[config.mk]
export PLATFORM = sky130hd
export DESIGN_NAME = sprite_motion_compositor
export DESIGN_NICKNAME = d
export VERILOG_FILES = /design/src/rtl/sprite_pkg.sv /design/src/rtl/sprite_bitmap_ram.sv /design/src/rtl/sprite_motion_compositor.sv
export SDC_FILE = /design/constraint.sdc
export NUM_CORES = 1
export LEC_CHECK = 0
export ABC_AREA = 1
export BUFFER_PORTS_ARGS = -buffer_cell sky130_fd_sc_hd__buf_2
export CAP_MARGIN = 20
export CELL_PAD_IN_SITES_DETAIL_PLACEMENT = 2
export CELL_PAD_IN_SITES_GLOBAL_PLACEMENT = 2
export CORE_AREA = 8 8 213 317
export CTS_CLUSTER_SIZE = 20
export DETAILED_ROUTE_END_ITERATION = 7
export DIE_AREA = 0 0 221 325
export HOLD_SLACK_MARGIN = 0.05
export PLACE_DENSITY_LB_ADDON = 0.1
export SETUP_SLACK_MARGIN = 0.05
export SYNTH_ARGS = -nofsm -noshare
export SYNTH_HDL_FRONTEND = slang
export SYNTH_SLANG_ARGS = --single-unit
[constraint.sdc]
create_clock -name i_clk -period 3.9 [get_ports i_clk]
set_input_delay 0.585 -clock i_clk [delete_from_list [all_inputs] [get_ports i_clk]]
set_output_delay 0.585 -clock i_clk [all_outputs]
set_load 0.02 [all_outputs]
[src/rtl/sprite_pkg.sv]
// Shared types and constants for the sprite motion compositor.
//   IDX_W          palette index width of a bitmap texel
//   palette_t      packed RGB triple, [2]=red [1]=green [0]=blue
//   PALETTE        fixed 4-entry colour table, entry 0 is transparent
//   motion_state_e once-per-frame motion controller states
//   axis_step      one bounce-motion step for a single axis
package sprite_pkg;

  localparam int IDX_W = 2;

  typedef logic [2:0][7:0] palette_t;

  localparam palette_t PALETTE [4] = '{
    24'h00_00_00,
    24'h20_20_20,
    24'hFF_00_00,
    24'hFF_FF_00
  };

  typedef enum logic {
    MS_IDLE   = 1'b0,
    MS_UPDATE = 1'b1
  } motion_state_e;

  typedef struct packed {
    logic [15:0] pos;
    logic        dir;     // 1: moving towards larger coordinates
    logic        bounce;
  } axis_t;

  // span is the on-screen sprite size along this axis, screen the visible extent.
  function automatic axis_t axis_step(logic [15:0] pos, logic dir, int unsigned step,
                                      int unsigned span, int unsigned screen);
    axis_t      r;
    logic [16:0] nx;
    r.pos    = pos;
    r.dir    = dir;
    r.bounce = 1'b0;
    nx       = {1'b0, pos} + 17'(step);
    if (dir) begin
      if (32'(nx) + span > screen) begin
        r.pos    = 16'(screen - span);
        r.dir    = 1'b0;
        r.bounce = 1'b1;
      end else begin
        r.pos = nx[15:0];
      end
    end else if (32'(pos) < step) begin
      r.pos    = '0;
      r.dir    = 1'b1;
      r.bounce = 1'b1;
    end else begin
      r.pos = pos - 16'(step);
    end
    return r;
  endfunction

endpackage

[src/rtl/sprite_bitmap_ram.sv]
// Sprite bitmap storage: one write port, one synchronous read port, single clock.
// A read of the address being written in the same cycle returns the previous contents.
// Contents are not reset.
//   i_clk      clock
//   i_wr_en    write strobe
//   i_wr_addr  write address
//   i_wr_data  write data
//   i_rd_addr  read address, sampled every clock
//   o_rd_data  read data, valid one clock after i_rd_addr
module sprite_bitmap_ram #(
  parameter int DEPTH = 256,
  parameter int WIDTH = 2,
  parameter int AW    = $clog2(DEPTH)
) (
  input  logic             i_clk,
  input  logic             i_wr_en,
  input  logic [AW-1:0]    i_wr_addr,
  input  logic [WIDTH-1:0] i_wr_data,
  input  logic [AW-1:0]    i_rd_addr,
  output logic [WIDTH-1:0] o_rd_data
);

  logic [WIDTH-1:0] mem_q [DEPTH];
  logic [WIDTH-1:0] rd_data_q;

  always_ff @(posedge i_clk) begin
    if (i_wr_en) mem_q[i_wr_addr] <= i_wr_data;
    rd_data_q <= mem_q[i_rd_addr];
  end

  assign o_rd_data = rd_data_q;

endmodule

[src/rtl/sprite_motion_compositor.sv]
// Single-sprite renderer with autonomous bounce motion and a writable bitmap.
// Per pixel it emits palette RGB and an opaque-hit flag two clocks after (i_x,i_y).
// Position and flips advance once per frame on the rising edge of i_v_sync.
//   i_clk, i_rst               pixel clock, async active-high reset
//   i_x, i_y                   current pixel coordinate
//   i_v_sync                   vertical sync level
//   i_freeze                   hold motion; frame edges seen while frozen are dropped
//   i_wr_en/i_wr_addr/i_wr_data  bitmap write port, address = y*SPR_W + x
//   o_red, o_green, o_blue     pixel colour
//   o_sprite_hit               opaque sprite pixel
//   o_bounce                   one-cycle pulse when either axis bounced
//
// state     | meaning
// MS_IDLE   | waiting for a frame edge
// MS_UPDATE | apply one motion step to both axes this cycle
module sprite_motion_compositor
  import sprite_pkg::*;
#(
  parameter int unsigned SPR_W          = 32,
  parameter int unsigned SPR_H          = 8,
  parameter int unsigned SCALE_SH       = 3,
  parameter int unsigned SCREEN_W       = 640,
  parameter int unsigned SCREEN_H       = 480,
  parameter int unsigned START_X        = 350,
  parameter int unsigned START_Y        = 16,
  parameter int unsigned STEP_X         = 1,
  parameter int unsigned STEP_Y         = 1,
  parameter bit          FLIP_ON_BOUNCE = 1'b1,
  parameter int          AW             = $clog2(SPR_W * SPR_H)
) (
  input  logic          i_clk,
  input  logic          i_rst,
  input  logic [15:0]   i_x,
  input  logic [15:0]   i_y,
  input  logic          i_v_sync,
  input  logic          i_freeze,
  input  logic          i_wr_en,
  input  logic [AW-1:0] i_wr_addr,
  input  logic [1:0]    i_wr_data,
  output logic [7:0]    o_red,
  output logic [7:0]    o_green,
  output logic [7:0]    o_blue,
  output logic          o_sprite_hit,
  output logic          o_bounce
);

  localparam int          XW    = $clog2(SPR_W);
  localparam int          YW    = $clog2(SPR_H);
  localparam int unsigned W_PIX = SPR_W << SCALE_SH;
  localparam int unsigned H_PIX = SPR_H << SCALE_SH;

  motion_state_e state_q, state_d;
  logic [15:0]   pos_x_q, pos_x_d, pos_y_q, pos_y_d;
  logic          dir_x_q, dir_x_d, dir_y_q, dir_y_d;
  logic          flip_x_q, flip_x_d, flip_y_q, flip_y_d;
  logic          v_sync_q, v_sync_d;
  logic          bounce_q, bounce_d;
  logic          hit_s1_q, hit_s1_d, hit_s2_q, hit_s2_d;
  logic [AW-1:0] rd_addr_q, rd_addr_d;
  logic [IDX_W-1:0] idx_s2;
  axis_t         ax, ay;
  logic [16:0]   px, py, x_end, y_end;
  logic [XW-1:0] rx, fx;
  logic [YW-1:0] ry, fy;
  palette_t      rgb;

  always_comb begin
    ax = axis_step(pos_x_q, dir_x_q, STEP_X, W_PIX, SCREEN_W);
    ay = axis_step(pos_y_q, dir_y_q, STEP_Y, H_PIX, SCREEN_H);

    state_d  = state_q;
    pos_x_d  = pos_x_q;
    pos_y_d  = pos_y_q;
    dir_x_d  = dir_x_q;
    dir_y_d  = dir_y_q;
    flip_x_d = flip_x_q;
    flip_y_d = flip_y_q;
    v_sync_d = i_v_sync;
    bounce_d = 1'b0;

    case (state_q)
      MS_IDLE: if (!v_sync_q && i_v_sync && !i_freeze) state_d = MS_UPDATE;
      MS_UPDATE: begin
        state_d  = MS_IDLE;
        pos_x_d  = ax.pos;
        pos_y_d  = ay.pos;
        dir_x_d  = ax.dir;
        dir_y_d  = ay.dir;
        if (ax.bounce && FLIP_ON_BOUNCE) flip_x_d = ~flip_x_q;
        if (ay.bounce && FLIP_ON_BOUNCE) flip_y_d = ~flip_y_q;
        bounce_d = ax.bounce | ay.bounce;
      end
      default: state_d = MS_IDLE;
    endcase

    // Compares run at 17 bits so x+W past 65535 cannot wrap into a false hit.
    px       = {1'b0, i_x};
    py       = {1'b0, i_y};
    x_end    = {1'b0, pos_x_q} + 17'(W_PIX);
    y_end    = {1'b0, pos_y_q} + 17'(H_PIX);
    hit_s1_d = (px >= {1'b0, pos_x_q}) && (px < x_end) &&
               (py >= {1'b0, pos_y_q}) && (py < y_end);
    rx       = XW'((i_x - pos_x_q) >> SCALE_SH);
    ry       = YW'((i_y - pos_y_q) >> SCALE_SH);
    // Sizes are powers of two, so SIZE-1-r is a bitwise inversion.
    fx        = flip_x_q ? ~rx : rx;
    fy        = flip_y_q ? ~ry : ry;
    rd_addr_d = {fy, fx};
    hit_s2_d  = hit_s1_q;
  end

  always_ff @(posedge i_clk or posedge i_rst) begin
    if (i_rst) begin
      state_q   <= MS_IDLE;
      pos_x_q   <= 16'(START_X);
      pos_y_q   <= 16'(START_Y);
      dir_x_q   <= 1'b1;
      dir_y_q   <= 1'b1;
      flip_x_q  <= 1'b0;
      flip_y_q  <= 1'b0;
      v_sync_q  <= 1'b1;
      bounce_q  <= 1'b0;
      hit_s1_q  <= 1'b0;
      hit_s2_q  <= 1'b0;
      rd_addr_q <= '0;
    end else begin
      state_q   <= state_d;
      pos_x_q   <= pos_x_d;
      pos_y_q   <= pos_y_d;
      dir_x_q   <= dir_x_d;
      dir_y_q   <= dir_y_d;
      flip_x_q  <= flip_x_d;
      flip_y_q  <= flip_y_d;
      v_sync_q  <= v_sync_d;
      bounce_q  <= bounce_d;
      hit_s1_q  <= hit_s1_d;
      hit_s2_q  <= hit_s2_d;
      rd_addr_q <= rd_addr_d;
    end
  end

  sprite_bitmap_ram #(
    .DEPTH (SPR_W * SPR_H),
    .WIDTH (IDX_W),
    .AW    (AW)
  ) u_ram (
    .i_clk     (i_clk),
    .i_wr_en   (i_wr_en),
    .i_wr_addr (i_wr_addr),
    .i_wr_data (i_wr_data),
    .i_rd_addr (rd_addr_q),
    .o_rd_data (idx_s2)
  );

  // hit_s2_q is cleared by reset, which also blanks the unreset RAM output.
  assign rgb          = hit_s2_q ? PALETTE[idx_s2] : '0;
  assign o_red        = rgb[2];
  assign o_green      = rgb[1];
  assign o_blue       = rgb[0];
  assign o_sprite_hit = hit_s2_q && (idx_s2 != '0);
  assign o_bounce     = bounce_q;

endmodule

======== Yosys cells after proc, flatten, opt, wreduce, memory -nomap -nowiden ========
Memories as Yosys holds them, arrays and structs flattened. A register that Yosys moved wholly into a read port is not among the register bits.
Index checks and enable logic that the tools add are counted.
operators by class
  reductions and logical operators ........ 11
  $add $sub $neg .......................... 10
  $lt $le $gt $ge ......................... 9
  muxes and demuxes ....................... 21
  bitwise operators ....................... 7
operators with widths
  operator               number
  $mux 24                3
  $mux 16                4
  $bmux 24 s2            1
  $mux 18                2
  $add 16x1->17 const B  2
  $lt 16x17->1           2
  $ge 16x16->1           2
  $lt 16x1->1 const B    2
  $sub 16x1->16 const B  2
  $add 17x7->18 const B  1
  $add 17x9->18 const B  1
  $gt 18x10->1 const B   1
  $gt 18x9->1 const B    1
  $add 16x7->17 const B  1
  $add 16x9->17 const B  1
  $mux 2                 4
  $sub 8x8->8            1
  $logic_and 1x1->1      6
  $sub 6x6->6            1
  $mux 5                 1
  $not 5->5              1
  $mux 1                 4
  $reduce_and 2->1       2
  $ge 3x3->1 const B     1
  other kinds (8)        11
storage, ports and cells
  flip-flop bits (word level) ............. 49
  logic and storage cells ................. 71
  input bits .............................. 47
  memories kept ........................... 1
  output and inout port bits .............. 26
  RAM bits ................................ 512
memory list
  name         depth  bits a word  rd ports  clocked after Yosys merged registers in  write ports  RTL line                 text
  u_ram.mem_q  256    2            1         1                                        1            sprite_bitmap_ram.sv:23  logic [WIDTH-1:0] mem_q [DEPTH];

======== Depth between registers and ports, before layout ========
Gate-level depths: netlist of run 1.
  depth in word-level cells ............... 7
  gate-level depth with buffers ........... 16
  gate-level depth less buffers ........... 15

======== Hierarchy ========
A second synthesis of run 1 with hierarchy kept.
second synthesis, totals
  cell total of the unflattened synthesis .. 2,870
  area, all modules ....................... 27,682.8 sq um
by module, submodules not included
  module                    area each (sq um)  cells an instance  seq. area each (sq um)  times used
  sprite_bitmap_ram         22,126.2           2,055              15,414.8                1
  sprite_motion_compositor  5,556.6            815                1,238.7                 1

======== Least setup slack after synthesis of run 1 ========
OpenSTA, ideal clock, no wires.
  kind .................................... register to register
  from .................................... register pos_x_q[2]
  to ...................................... register hit_s1_q
  path buffers ............................ 1
  path slack .............................. 1.718 ns
  stages on the path, launching flop included .. 14
  arrival ................................. 2.067 ns
  setup time .............................. 0.115 ns
  clock period less this slack ............ 2.182 ns
  data required time ...................... 3.785 ns
  cell sequence ........................... dfstp_2 > buf_4 > inv_1 > ha_1 > a21oi_1 > nand2_1 > a21boi_0 > nor2_1 > o21ai_0 > nand2_1 > nand2_1 > nand3_1 > nand3_1 > nor2_1
between the ends
  cells in the longest elaborated chain, start to end .. 5
  elaborated cells between the ends (all ways) .. 6
  those cells by class .................... add/sub: 1; order compare: 2; reduce/logical: 3
RTL lines
  item                                 RTL line                         text
  start, declared                      sprite_motion_compositor.sv:53   logic [15:0] pos_x_q, pos_x_d, pos_y_q, pos_y_d;
  start signal, assigned               sprite_motion_compositor.sv:115  pos_x_q <= 16'(START_X);
  start signal, assigned               sprite_motion_compositor.sv:128  pos_x_q <= pos_x_d;
  $add 16x9->17                        sprite_motion_compositor.sv:99   x_end = {1'b0, pos_x_q} + 17'(W_PIX);
  $lt 16x17->1                         sprite_motion_compositor.sv:101  hit_s1_d = (px >= {1'b0, pos_x_q}) && (px < x_end) &&
  $logic_and 1x1->1 (*) (2 in series)  sprite_motion_compositor.sv:101
  $logic_and 1x1->1 (*)                sprite_motion_compositor.sv:102  (py >= {1'b0, pos_y_q}) && (py < y_end);
  named net hit_s1_d                   sprite_motion_compositor.sv:58   logic hit_s1_q, hit_s1_d, hit_s2_q, hit_s2_d;
  end signal, assigned                 sprite_motion_compositor.sv:136  hit_s1_q <= hit_s1_d;
  end, declared                        sprite_motion_compositor.sv:58
Mark *: on every way through the listed nets, which the timed path passes. The rest lies on a longest branch.
A chain may end at the register's enable or synchronous reset.

==> key figures, run 1 <==
Setup path
  • Reg2reg start: rd_addr_q[0]
  • Worst path slowest cell: dfrtp_4
  • Crit path top cell by count: nand3_1
  • Kind of critical path: flip-flop to flip-flop
  • Data required, critical path: 4.45 ns
  • Worst EP arrival: 3.67 ns
  • R2R Setup Slk: 0.78 ns
  • Critical path cell sequence: inv_6, buf_12, nand2_1, nand3_1, nand3_1, nand3_1, nand3_1, nand2_1, nand2_1, nand3_1, nand3_1, nand2_1
  • Worst-path fanout max: 94
  • Worst R2R End: u_ram.o_rd_data[0]
  • Worst path max stage delay: 0.74 ns
  • CP Capture Type: flip-flop
  • R2R depth: 12
  • Startpoint Class: flip-flop

Run status
  • Status: finished, final reports clean

Layout
  • Antenna cells: 0
  • Share of cells above drive strength 1: 0.0854
  • Net count reported at finish: 2917
  • Area Growth Syn to Fin: 9.61%
  • Final Util: 0.476
  • Commonest cells after routing, fill and taps aside: 734 x nand2_1, 540 x nand3_1, 512 x edfxtp_1
  • Commonest non-fill, non-tap cell in the layout: nand2_1

CTS
  • Total clock sinks: 563
  • Post-cts sizing count: 0
  • Root buffer cell: clkbuf_16
  • Worst-path clk slew: 0.07 ns
  • Max clock buf depth: 3
  • Post-CTS Setup Bufs: 0
  • Hold buffers post-CTS: 0
  • H-tree depth: 2
  • CTS tree: yes
  • Cts bufs inserted: 55
  • Clock insertion delay at the later pin of the skew report: 0.60 ns

Yosys
  • Cell count after synthesis: 2834
  • Distinct cell type count after synthesis: 48
  • Share of synthesized area occupied by flip-flops and latches: 0.609
  • Yosys warnings: 0
  • Adder-Cell Fraction of Synth Area: 0.0266
  • Combinational family with the most area after synthesis: simple AND/OR/NAND/NOR gates
  • Simple-gate portion of the synthesized area: 0.271
  • Avg Synthesized Cell Area: 9.64 um^2
  • Compound-Gate Fraction of Synth Area: 0.0228
  • Xor/xnor share of the synthesized area: 0.0189
  • Synthesized cell area: 27300 um^2
  • Post-synthesis mux area share: 0
  • Synthesized flop and latch total: 563

Route
  • Iter 0 DRT Violations: 1089
  • Vias: 21.1k
  • Via-to-Cell Ratio: 5.77
  • DRT Pass-1 Iters: 5
  • DR DRC count: 0
  • WL/cell: 25.4 um
  • Detailed-route wire length: 92900 um
  • Routed Antenna Nets: 0

STA
  • Worst hold slack: 0.0801 ns
  • Worst rel slew slack: 0.182
  • Fmax achieved: 321 MHz
  • Fin Setup TNS: 0 ns
  • Worst-Margin Slew: 1.22 ns
  • Period utilisation layout: 0.799
  • Pins over their slew limit: 0
  • Final hold vios: 0
  • Minimum clock period: 3.12 ns
  • RSZ-0062 raised after global routing: no
  • Endpoints failing setup: 0
  • Clock skew: 0.0215 ns

Worst hold path
  • Worst min path class: input port to asynchronous set/reset pin

Placement
  • Port Buffer Count: 65
  • GP Congestion: 0.821
  • Post-DP HPWL: 60600 um

Pwr
  • Sw frac: 0.416
  • Reg power frac: 0.360
  • Psw: 8.54 mW
  • P_int: 12.0 mW
  • LEAKAGE: 11.2 nW
  • PwrDens: 685 nW/um^2
  • Combinational share of power: 0.385
  • Clock share of power: 0.255
  • Peak supply drop: 629 uV

Floorplanning
  • Die Ht: 325 um
  • CORE AREA: 62900 um^2
  • FP Rows: 113
  • Die area: 71800 um^2
  • # IOs: 73
  • Initial Util: 0.434
  • Chip Width: 221 um

Global route
  • Vias in the first global route: 24.4k
  • First-pass GRT wire length: 142000 um
  • Total GRT Usage: 0.254
  • Largest net degree at the start of global routing: 147
  • Initial antenna violation count: 0
  • GR Overflow Total: 0

Flow run
  • Max Cap Viol: 0
-- Yosys cell counts, drive strengths merged --
cell,instances,share of area
nand2,740,0.10
nand3,549,0.10
edfxtp,512,0.56
nor2,380,0.055
inv,136,0.019
buf,98,0.020
clkbuf,88,0.012
ha,58,0.027
xor2,53,0.017
o21ai,52,0.0098
a21oi,42,0.0078
dfrtp,39,0.036
nor3,22,0.0052
nand4,20,0.0046
dfstp,10,0.0096
o22ai,5,0.0011
xnor2,5,0.0016
a31oi,4,0.00092
nand3b,4,0.0011
o211ai,3,0.00082
o21bai,3,0.00082
a221oi,2,0.00064
dfxtp,2,0.0015
a211oi,1,0.00027
a21boi,1,0.00027
a21o,1,0.00027
clkinv,1,0.00014
conb,1,0.00014
nor3b,1,0.00027
nor4,1,0.00023
-- layer usage --
metal  track usage  routed length [um]
met5             0                   0
met3        0.0237                2460
met2         0.498               51700
met1         0.271               34700
met4         0.108                4000
-- area by class of cell --
class	count	area, um^2
Timing Repair Buffer	101	721
Inverter	137	522
Multi-Input combinational cell	1954	9310
Clock buffer	79	1630
Tap cell	805	1010
Clock inverter	22	111
Fill cell	6646	33000
Sequential cell	563	16700
-- worst max-delay path by stage --
stage                       startpoint            endpoint  slack, ns  cells after the start
after floorplan             pos_x_q[2]            hit_s1_q       1.72                     13
after global placement      pos_x_q[8]            hit_s1_q       0.89                     14
after detailed placement    pos_x_q[8]            hit_s1_q       0.86                     14
after CTS                 rd_addr_q[0]  u_ram.o_rd_data[0]       0.78                     12
after global routing      rd_addr_q[0]  u_ram.o_rd_data[0]       0.62                     12
final                     rd_addr_q[0]  u_ram.o_rd_data[0]       0.78                     12
-- cell families (layout without fill, tap and decap cells) --
| group | after synthesis | count (layout) |
|---|---|---|
| adder cells (fa/ha/maj) | 58 | 58 |
| AO/OA/AOI/OAI | 114 | 114 |
| flip-flops | 563 | 563 |
| XOR/XNOR | 58 | 58 |
| AND/OR/NAND/NOR | 1717 | 1717 |
| buffers and inverters | 323 | 339 |
| other | 1 | 7 |
-- state kept, by name, summed over array words and instances, names as in the netlist --
register,cells
u_ram.mem_q,512
pos_x_q,16
pos_y_q,16
rd_addr_q,8
u_ram.o_rd_data,2
dir_x_q,1
dir_y_q,1
flip_x_q,1
flip_y_q,1
hit_s1_q,1
hit_s2_q,1
o_bounce,1
state_q,1
v_sync_q,1
-- metrics by stage --
step	cells	power (mW)	setup slack [ns]	area [um^2]
final	3661	20.5	0.783	30000
after global routing	3661	21.6	0.625	30000
after CTS	3661	20.7	0.777	30000
after detailed placement	3560	15.4	0.865	28200
after global placement	3560	14.9	0.890	28200
after floorplan	2840	12.6	1.72	27400
-- power groups by stage --
stage          sequential [mW]  combinational [mW]  clock, mW
5_1_grt                   7.44                8.68       5.50
3_3_place_gp              7.50                7.42          0
2_1_floorplan             7.10                5.50          0
6_report                  7.40                7.90       5.23
3_5_place_dp              7.52                7.92          0
4_1_cts                   7.40                8.01       5.32
-- worst max-delay path, delay by kind of cell, from the launching register on --
kind,cells,cell delay (ns)
buffers and inverters,2,1.03
flip-flops,1,0.74
AND/OR/NAND/NOR,10,1.17
Note: power is estimated with default switching activity, not from simulation.
==> run 2: changes to the inputs <==
ABC_AREA = 0   (was 1)
CORE_AREA = 8 8 206 306   (was 8 8 213 317)
DIE_AREA = 0 0 214 314   (was 0 0 221 325)
clock period = 2.9 ns   (was 3.9 ns; I/O delays follow)
==> run 2 against run 1 <==
Register-to-register slack got worse by 0.75 ns; combinational power increased by 24%; sequential share of layout area decreased by 1.4 points; worst setup slack got worse by 0.75 ns; clock power increased by 50%; global-route usage decreased by 0.75 points; core utilization increased by 4.9 points; critical path type unchanged; critical endpoint is now pos_y_q[1]; largest cell class unchanged.
==> key figures, run 2 <==
CTS
  • Root buffer cell: clkbuf_16
  • Max clock buf depth: 3 (unchanged)
  • Clock insertion delay at the later pin of the skew report: 0.61 ns (about the same)
  • CTS tree: yes
  • Total clock sinks: 563 (unchanged)
  • Worst-path clk slew: 0.06 ns (about the same)
  • Cts bufs inserted: 55 (unchanged)
  • H-tree depth: 2 (unchanged)

Layout
  • Multi-input gate area: 8730 um^2 (-6.1%)
  • Largest regs: u_ram.mem_q: 512 flops, pos_x_q: 16 flops, pos_y_q: 16 flops
  • Max reg flops: 512 (unchanged)
  • Storage cell area: 16700 um^2 (unchanged)
  • Layout fillers: 5344 (-20%)
  • Share of cells above drive strength 1: 0.281 (+0.195)
  • Fin cells: 2785 (-24%)
  • Commonest cells after routing, fill and taps aside: 512 x edfxtp_1, 293 x nor2_1, 149 x buf_4
  • Commonest non-fill, non-tap cell in the layout: edfxtp_1
  • Area Growth Syn to Fin: 18.3%
  • Most flops, register: u_ram.mem_q
  • Final Util: 0.526 (+0.0494)
  • Net count reported at finish: 2066 (-29%)

STA
  • Worst rel slew slack: 0.417 (+0.235)
  • RSZ-0062 raised after global routing: yes
  • Worst-Margin Slew: 0.872 ns (-0.352 ns)
  • Endpoints failing setup: 0 (unchanged)
  • Period utilisation layout: 0.990 (+0.191)
  • Final hold vios: 0 (unchanged)
  • Fmax achieved: 348 MHz (+8.6%)
  • Clock skew: 0.0159 ns (-0.00560 ns)
  • Pins over their slew limit: 0 (unchanged)
  • Minimum clock period: 2.87 ns (-0.246 ns)

Yosys
  • Asr flop ratio synth: 0.0870 (unchanged)
  • Area leader, netlist: edfxtp_1
  • Distinct cell type count after synthesis: 89 (+85%)
  • Synthesized cell area: 26000 um^2 (-4.9%)
  • Top FF cell, synth: edfxtp_1
  • EDFF count, synth: 512 (unchanged)
  • Most frequent cell after synthesis: edfxtp_1
  • Cell count after synthesis: 1785 (-37%)
  • Area contributors post-synth: edfxtp_1 59%, mux4_2 11%, nor2_1 4.3%, dfrtp_1 3.8%, ha_1 2.8%
  • Avg Synthesized Cell Area: 14.6 um^2 (+51%)
  • Share of the synthesized area in the top cell type: 0.592 (+0.0290)
  • Most frequent cells after synthesis: 512 x edfxtp_1, 296 x nor2_1, 128 x mux4_2, 78 x clkbuf_1, 64 x nand2_1
  • Share of synthesized area occupied by flip-flops and latches: 0.641 (+0.0314)
  • Synthesized flop and latch total: 563 (unchanged)
  • Yosys warnings: 0 (unchanged)

Setup path
  • Kind of critical path: flip-flop to flip-flop
  • Startpoint Class: flip-flop
  • CP Capture Type: flip-flop
  • Worst-path fanout max: 9 (-90%)
  • Worst EP arrival: 3.40 ns (-0.27 ns)
  • Data required, critical path: 3.43 ns (-1.02 ns)

Floorplanning
  • FP Rows: 109 (-3.5%)
  • Initial Util: 0.444 (+0.00981)
  • # IOs: 73 (unchanged)
  • Die Ht: 314 um (-3.4%)
  • CORE AREA: 58500 um^2 (-7.0%)
  • Chip Width: 214 um (-3.2%)
  • Die area: 67200 um^2 (-6.4%)

Global route
  • Largest net degree at the start of global routing: 87 (-41%)
  • First-pass GRT wire length: 125000 um (-12%)
  • Vias in the first global route: 18.9k (-22%)
  • Total GRT Usage: 0.246 (-0.00753)
  • GR Overflow Total: 0 (unchanged)
  • Initial antenna violation count: 1 (+1)

Route
  • Vias: 16.6k (-21%)
  • WL/cell: 30.0 um (+18%)
  • DR DRC count: 0 (unchanged)
  • DRT Pass-1 Iters: 5 (unchanged)
  • Routed Antenna Nets: 0 (unchanged)
  • Detailed-route wire length: 83500 um (-10%)
  • Iter 0 DRT Violations: 907 (-17%)
  • Via-to-Cell Ratio: 5.97 (+3.6%)

Placement
  • Dpl cells: 2652 (-26%)
  • Port Buffer Count: 65 (unchanged)
  • Post-DP HPWL: 56500 um (-6.8%)
  • GP Congestion: 0.803 (-2.3%)

Pwr
  • Peak supply drop: 539 uV (-14%)
  • LEAKAGE: 10.4 nW (-7.6%)
  • PwrDens: 886 nW/um^2 (+29%)
  • Total chip power: 27.2 mW (+33%)

Flow run
  • Max Cap Viol: 0 (unchanged)

Run status
  • Status: finished, final reports clean

Worst hold path
  • Worst min path class: input port to flip-flop
==> run 2: cell count changes in the layout (fill, tap and decap cells not counted), sizes merged, moves of 25 or more <==
cell / before / now
nor2: 380 / 296
a22oi: 0 / 33
buf: 101 / 252
mux4: 0 / 128
nand3: 549 / 47
xnor2: 5 / 30
nand2: 740 / 66
inv: 136 / 48
xor2: 53 / 6
==> run 2: layout make-up <==
cell class	instances	share of cell area
multi-input combinational	1041	0.284
sequential	563	0.542
inverter	45	0.00549
clock buffer	62	0.0470
timing repair buffer	255	0.0733
clock inverter	41	0.0166
antenna	1	0.0000814
tap	777	0.0316
==> run 2: through the flow <==
step | setup TNS [ns] | instance area [um^2] | hold WS, ns | setup WS [ns]
3_5_place_dp | -0.213 | 28100 | 0.483 | -0.0931
2_1_floorplan | 0 | 26000 | 0.331 | 0.418
4_1_cts | 0 | 30500 | 0.314 | 0.0297
5_1_grt | -0.414 | 30700 | 0.344 | -0.103
3_3_place_gp | -0.0116 | 28100 | 0.494 | -0.0116
6_report | 0 | 30700 | 0.352 | 0.0293
==> run 2: metal layers <==
metal | routed length [um] | GRT usage | vias to the layer above | part of all wire
met5 | 0 | 0 | - | 0
met3 | 2770 | 0.0266 | 143 | 0.033
li1 | - | - | 7244 | -
met4 | 3160 | 0.0956 | 0 | 0.038
met1 | 30800 | 0.273 | 8796 | 0.37
met2 | 46800 | 0.475 | 454 | 0.56
==> run 2: report_power, final <==
part           switching (mW)  total, mW  internal [mW]
registers               0.440       9.60           9.16
logic                    5.22       9.81           4.59
clock network            3.32       7.82           4.51
==> run 2: cell families (layout without fill, tap and decap cells) <==
group                      count (synthesis)  after routing  share of synthesized area
and+or+nand+nor                          536            536                     0.0942
xor gates and xnor gates                  36             36                     0.0121
other                                      1              8                   0.000144
DFF                                      563            563                      0.641
muxes                                    136            136                      0.114
AOI/OAI and AO/OA                        268            268                     0.0738
adders and majority gates                 58             58                     0.0279
buffers and inverters                    187            403                     0.0368
==> run 2: critical path: stages (launching register included) <==
cell and delay, ns:
dfstp_2 0.54, buf_6 0.14, nand2_4 0.08, buf_4 0.18, o211ai_1 0.29, o2bb2ai_1 0.18, a2111oi_4 0.42, o2111ai_4 0.24
buf_12 0.20, buf_16 0.12, mux2_2 0.25, a21oi_1 0.15
==> run 2: worst paths after layout <==
kind | from | end | slack [ns] | cells after the start
max in group asynchronous | i_rst | pos_x_q[6] | 1.77 | 4
hold reg to reg | hit_s1_q | hit_s2_q | 0.50 | 0
min in group asynchronous | i_rst | pos_x_q[12] | 0.47 | 3
setup / recovery | pos_y_q[4] | pos_y_q[1] | 0.03 | 11
setup reg to reg | pos_y_q[4] | pos_y_q[1] | 0.03 | 11
hold / removal | i_x[2] | rd_addr_q[0] | 0.35 | 4
==> run 2: repair_timing <==
| action | CTS | global route |
|---|---|---|
| hold buffers | 3 | 0 |
| gates resized for setup | 38 | 32 |
| buffers inserted | 5 | 16 |
| endpoints found under the hold margin | 19 | 0 |
| pin swaps | 6 | 15 |
| endpoints found under the setup margin | 7 | 20 |
| gates cloned | 5 | 0 |
